[src/rtl/drp_pkg.sv]
// Shared types and constants for the DRP scan controller and its result table.
package drp_pkg;

  localparam int N_ENTRIES   = 16;
  localparam int TIMEOUT_CYC = 1000;
  localparam int DRP_ADDR_W  = 8;
  localparam int IDX_W       = 4;
  localparam int WDOG_W      = 10;

  typedef enum logic [1:0] {
    ST_IDLE,
    ST_FLUSH,
    ST_SCAN,
    ST_ERR
  } scan_state_t;

  // Last table index of the window: length 0 behaves as 1, lengths above 16 as 16.
  function automatic logic [IDX_W-1:0] last_idx(input logic [4:0] num);
    if (num == 5'd0)       return '0;
    else if (num >= 5'd16) return {IDX_W{1'b1}};
    else                   return IDX_W'(num - 5'd1);
  endfunction

endpackage

[src/rtl/drp_scan_table.sv]
// 16x16 capture table with valid bits, sticky change flags and a registered host read port.
module drp_scan_table
  import drp_pkg::*;
(
  input  logic                 clk,
  input  logic                 rst,
  input  logic                 i_wr_en,
  input  logic [IDX_W-1:0]     i_wr_idx,
  input  logic [15:0]          i_wr_data,
  input  logic                 i_host_rd,
  input  logic [IDX_W-1:0]     i_host_idx,
  input  logic                 i_change_clr,
  output logic [15:0]          o_host_data,
  output logic                 o_host_data_vld,
  output logic [N_ENTRIES-1:0] o_change_flag
);

  logic [15:0]          r_mem [N_ENTRIES];
  logic [N_ENTRIES-1:0] r_valid;
  logic [N_ENTRIES-1:0] r_change_flag;
  logic [15:0]          r_host_data;
  logic                 r_host_vld;
  logic [N_ENTRIES-1:0] w_set_mask;

  // NOTE: default every always_comb output first so no path leaves it unassigned (no latch).
  always_comb begin
    w_set_mask = '0;
    if (i_wr_en && r_valid[i_wr_idx] && (r_mem[i_wr_idx] != i_wr_data))
      w_set_mask[i_wr_idx] = 1'b1;
  end

  // NOTE: the data array has no reset; the valid bits gate every observable use of it.
  always_ff @(posedge clk) begin
    if (i_wr_en) r_mem[i_wr_idx] <= i_wr_data;
  end

  // NOTE: non-blocking assignments make the host read see the pre-write contents.
  always_ff @(posedge clk or posedge rst) begin
    if (rst) begin
      r_valid       <= '0;
      r_change_flag <= '0;
      r_host_data   <= '0;
      r_host_vld    <= 1'b0;
    end else begin
      if (i_wr_en) r_valid[i_wr_idx] <= 1'b1;
      r_change_flag <= (i_change_clr ? '0 : r_change_flag) | w_set_mask;
      r_host_vld    <= i_host_rd;
      if (i_host_rd)
        r_host_data <= r_valid[i_host_idx] ? r_mem[i_host_idx] : 16'h0000;
    end
  end

  assign o_host_data     = r_host_data;
  assign o_host_data_vld = r_host_vld;
  assign o_change_flag   = r_change_flag;

endmodule

[src/rtl/drp_scan_ctrl.sv]
// Sweeps a window of DRP addresses, capturing each returned word into a table,
// with change tracking, sweep statistics and a watchdog on the read engine.
module drp_scan_ctrl
  import drp_pkg::*;
(
  input  logic                  clk,
  input  logic                  rst,
  input  logic                  scan_en,
  input  logic [DRP_ADDR_W-1:0] base_addr,
  input  logic [4:0]            num_entries,
  input  logic                  rd_valid,
  input  logic [15:0]           rd_data,
  output logic [DRP_ADDR_W-1:0] req_addr,
  input  logic                  host_rd,
  input  logic [IDX_W-1:0]      host_idx,
  output logic [15:0]           host_data,
  output logic                  host_data_vld,
  input  logic                  change_clr,
  output logic [N_ENTRIES-1:0]  change_flag,
  output logic                  sweep_done,
  output logic [15:0]           sweep_count,
  output logic                  timeout_err
);

  scan_state_t           r_state;
  logic [IDX_W-1:0]      r_idx;
  logic [IDX_W-1:0]      r_last_idx;
  logic [DRP_ADDR_W-1:0] r_base;
  logic [DRP_ADDR_W-1:0] r_req_addr;
  logic [WDOG_W-1:0]     r_wdog;
  logic                  r_sweep_done;
  logic [15:0]           r_sweep_count;
  logic                  r_timeout_err;
  logic                  w_capture;
  logic                  w_wrap;
  logic [IDX_W-1:0]      w_next_idx;

  assign w_capture  = (r_state == ST_SCAN) && scan_en && rd_valid;
  assign w_wrap     = w_capture && (r_idx == r_last_idx);
  assign w_next_idx = r_idx + IDX_W'(1);

  always_ff @(posedge clk or posedge rst) begin
    if (rst) begin
      r_state       <= ST_IDLE;
      r_idx         <= '0;
      r_last_idx    <= '0;
      r_base        <= '0;
      r_req_addr    <= '0;
      r_wdog        <= '0;
      r_sweep_done  <= 1'b0;
      r_sweep_count <= '0;
      r_timeout_err <= 1'b0;
    end else begin
      r_sweep_done <= 1'b0;
      case (r_state)
        ST_IDLE: begin
          if (scan_en) begin
            r_state    <= ST_FLUSH;
            r_base     <= base_addr;
            r_last_idx <= last_idx(num_entries);
            r_req_addr <= base_addr;
            r_idx      <= '0;
            r_wdog     <= '0;
          end
        end
        ST_FLUSH, ST_SCAN: begin
          if (!scan_en) begin
            r_state <= ST_IDLE;
          end else if (rd_valid) begin
            r_wdog <= '0;
            // The first word after FLUSH may belong to a stale address and is dropped.
            if (r_state == ST_FLUSH) begin
              r_state <= ST_SCAN;
            end else if (w_wrap) begin
              r_idx        <= '0;
              r_base       <= base_addr;
              r_last_idx   <= last_idx(num_entries);
              r_req_addr   <= base_addr;
              r_sweep_done <= 1'b1;
              if (r_sweep_count != 16'hFFFF) r_sweep_count <= r_sweep_count + 16'd1;
            end else begin
              r_idx      <= w_next_idx;
              r_req_addr <= r_base + DRP_ADDR_W'(w_next_idx);
            end
          end else if (r_wdog == WDOG_W'(TIMEOUT_CYC - 1)) begin
            r_state       <= ST_ERR;
            r_timeout_err <= 1'b1;
          end else begin
            r_wdog <= r_wdog + WDOG_W'(1);
          end
        end
        ST_ERR: begin
          if (!scan_en) r_state <= ST_IDLE;
        end
        default: r_state <= ST_IDLE;
      endcase
    end
  end

  drp_scan_table u_table (
    .clk            (clk),
    .rst            (rst),
    .i_wr_en        (w_capture),
    .i_wr_idx       (r_idx),
    .i_wr_data      (rd_data),
    .i_host_rd      (host_rd),
    .i_host_idx     (host_idx),
    .i_change_clr   (change_clr),
    .o_host_data    (host_data),
    .o_host_data_vld(host_data_vld),
    .o_change_flag  (change_flag)
  );

  assign req_addr    = r_req_addr;
  assign sweep_done  = r_sweep_done;
  assign sweep_count = r_sweep_count;
  assign timeout_err = r_timeout_err;

endmodule

[config.mk]
export PLATFORM = sky130hd
export DESIGN_NAME = drp_scan_ctrl
export DESIGN_NICKNAME = d
export VERILOG_FILES = /design/src/rtl/drp_pkg.sv /design/src/rtl/drp_scan_table.sv /design/src/rtl/drp_scan_ctrl.sv
export SDC_FILE = /design/constraint.sdc
export NUM_CORES = 1
export LEC_CHECK = 0
export ABC_AREA = 0
export CORE_UTILIZATION = 55
export CTS_CLUSTER_DIAMETER = 150
export DETAILED_ROUTE_END_ITERATION = 6
export GPL_TIMING_DRIVEN = 1
export PLACE_DENSITY = 0.78
export REMOVE_ABC_BUFFERS = 1
export SETUP_SLACK_MARGIN = 0.15
export SYNTH_ARGS = -nofsm -noshare
export SYNTH_HDL_FRONTEND = slang
export SYNTH_SLANG_ARGS = --single-unit
export TNS_END_PERCENT = 5
[constraint.sdc]
create_clock -name clk -period 4.89 [get_ports clk]
set_clock_uncertainty 0.15 [all_clocks]
set_input_delay 0.978 -clock clk [delete_from_list [all_inputs] [get_ports clk]]
set_output_delay 0.978 -clock clk [all_outputs]
set_load 0.005 [all_outputs]
==> flow_metrics.py <==
metrics = {
    "run_status": {
        "status": "completed",
    },
    "yosys": {
        "seq_area_frac_synth_pct": 60.46,
        "syn-cell-area_um2": 16980,
        "synth_area_per_cell_um2": 15.94,
        "synth_area_leaders": "edfxtp_1 (45%), mux4_2 (16%), dfrtp_1 (15%)",
        "syn_inst": 1065,
        "ys_warn_count": 0,
        "synth.largest_area_cell": "edfxtp_1",
        "yosysUniqueCellTypes": 54,
        "synth_ff_type": "edfxtp_1",
        "yosys.area.top_type_share_pct": 45.28,
        "ys_ff_latch": 359,
        "synth_edf_count": 256,
        "synthArstFlopShare_pct": 28.69,
    },
    "placed_design": {
        "post-dp-hpwl_um": 25650,
        "gp_congestion": 0.8437,
        "io_buffers": 97,
        "place_area_um2": 18540,
        "dp.cells": 1537,
    },
    "grt": {
        "gr-total-overflow": 0,
        "grt_pass1_wl_um": 63010,
        "grt_usage_pct": 27.33,
        "grt_pass1_vias": 10630,
        "grt_max_degree": 59,
        "antenna_found_initial": 1,
    },
    "clock_network": {
        "cts_buffers": 39,
        "cts_max_path_buffers": 3,
        "clock_latency_ns": 0.53,
        "cts_hold_buf": 0,
        "cts_tree": "built",
        "postCtsSetupBuffers": 0,
        "htree_levels": 2,
        "post_cts_resized": 0,
        "clock-sinks": 359,
        "cts_root_buf": "clkbuf_16",
        "clkTransAtPathRegs_ns": 0.06,
    },
    "routing": {
        "remaining_drc_errors": 0,
        "wire_per_inst_um": 25.79,
        "drtIter0Drc": 1047,
        "drt-vias-per-instance": 6.428,
        "antenna_left": 0,
        "drt-total-wl_um": 41460,
        "dr.pass1.iters": 5,
        "vias": 10340,
    },
    "pwr": {
        "power_density_nw_per_um2": 427.5,
        "p_leak_nw": 7.062,
        "ir_drop_mv": 0.2290,
        "p_total_mw": 8.436,
    },
    "worst_setup_path": {
        "cp_max_fo": 16,
        "crit_required_ns": 5.10,
        "critPathArrivalTime_ns": 4.01,
        "cp-start-kind": "flop",
        "cp-end-kind": "flop",
        "criticalPathCategory": "flop to flop",
    },
    "sta": {
        "max_freq_mhz": 263.3,
        "hold_viol": 0,
        "finalCritPeriodShare_pct": 77.67,
        "tns_ns": 0,
        "rsz0062_at_grt": "no",
        "drv_slew": 0,
        "max-slew-margin-rel_pct": 32.52,
        "worst_pin_slew_ns": 1.003,
        "fin_crit_ns": 3.798,
        "setup_viol": 0,
    },
    "final_layout": {
        "final_common_cell": "edfxtp_1",
        "final_cells": 1608,
        "fin_util_pct": 65.71,
        "drive_gt1_share_pct": 25.47,
        "final_cell_mix": "edfxtp_1 (256), mux4_2 (119), dfrtp_1 (102), clkdlybuf4s50_1 (94), nand2_1 (54)",
        "syn_to_final_growth_pct": 16.23,
        "final_area_um2": 19730,
        "nNetsFinal": 1244,
    },
    "floorplan": {
        "ioPinCount": 98,
        "start_util_pct": 56.53,
        "coreArea_um2": 30030,
        "die-area_um2": 31580,
        "die_x_um": 177.7,
        "die_h_um": 177.7,
        "rows": 63,
    },
    "min_path": {
        "hp-class": "flop to flop",
    },
    "run": {
        "max-cap-violations": 0,
    },
}
[final timing paths]
path / slack [ns] / endpoint / cells past startpoint / start
max in group asynchronous: 2.92 / u_table.r_valid[14] / 3 / rst
worst min-delay path: 0.33 / req_addr[4] / 2 / req_addr[4]
min in group asynchronous: 0.77 / sweep_count[5] / 2 / rst
worst max-delay path: 1.09 / u_table.o_change_flag[3] / 9 / r_idx[1]
worst min register to register: 0.33 / req_addr[4] / 2 / req_addr[4]
worst max register to register: 1.09 / u_table.o_change_flag[3] / 9 / r_idx[1]
[cells by family (layout without fill, tap and decap cells)]
group	Yosys count	in the layout	synth area share [%]
AOI/OAI and AO/OA	114	114	4.657
other	0	1	0
DFF	359	359	60.46
xor gates and xnor gates	69	69	3.559
buffers and inverters	105	257	2.822
adders and majority gates	17	17	1.297
and+or+nand+nor	185	185	5.313
muxes	216	216	21.89
[stage by stage]
stage | hold slack [ns] | worst slack (ns)
global placement | 0.3133 | 0.9953
finish | 0.3284 | 1.092
detailed placement | 0.3194 | 0.8982
global route | 0.3476 | 0.9538
CTS | 0.3326 | 1.113
floorplan | 0.3015 | -1.247
[report_power, final]
group | internal, mW | total (mW) | leakage (nW) | switching (mW)
logic | 1.02 | 2.04 | 2.80 | 1.02
registers | 3.42 | 3.63 | 3.67 | 0.204
clock network | 1.61 | 2.77 | 0.587 | 1.16
total | 6.06 | 8.44 | 7.06 | 2.38
[Yosys cell counts, drive strengths merged (9+ instances only)]
cell    count
nand2      54
xnor2      33
nor2       39
edfxtp    256
xor2       36
ha         16
mux2       47
nand4       9
a21oi      16
nor3       10
mux4      119
inv        44
buf        34
or2        16
a221oi     17
nand3      28
clkbuf     27
dfrtp     103
o22ai      33
mux2i      50
o21ai      34
[state kept, by name, indices dropped and copies added, names as in the netlist]
name / flops
u_table.o_host_data: 16
u_table.r_mem: 256
r_base: 8
u_table.o_host_data_vld: 1
r_wdog: 10
req_addr: 8
r_last_idx: 4
sweep_count: 16
timeout_err: 1
u_table.r_valid: 16
sweep_done: 1
u_table.o_change_flag: 16
r_idx: 4
r_state: 2
[critical path, stage by stage, from the launching register on]
cell and delay (ns):
dfrtp_1 0.64, inv_2 0.26, nor2_1 0.56, a221oi_1 0.24, xor2_1 0.21, nor4_1 0.42, nand4_1 0.28, a2111oi_4 0.39
buf_4 0.32, o22ai_1 0.14
[metal layers]
metal | global-route usage (%) | vias to the layer above | share of wire, %
met1 | 36.53 | 5306 | 39
met5 | 0 | - | 0
met4 | 9.829 | 0 | 3.0
li1 | - | 4393 | -
met2 | 44.61 | 562 | 49
met3 | 5.656 | 76 | 8.8
[final cells by class]
| cell class | count | area (um^2) |
|---|---|---|
| clock buffer | 54 | 1095 |
| timing repair buffer | 143 | 1329 |
| multi-input combinational | 601 | 6285 |
| clock inverter | 16 | 98.84 |
| inverter | 44 | 167.7 |
| tap | 390 | 488.0 |
| sequential | 359 | 10270 |
| fill | 2038 | 10300 |
| antenna | 1 | 2.502 |
(Power assumes the default switching activity.)
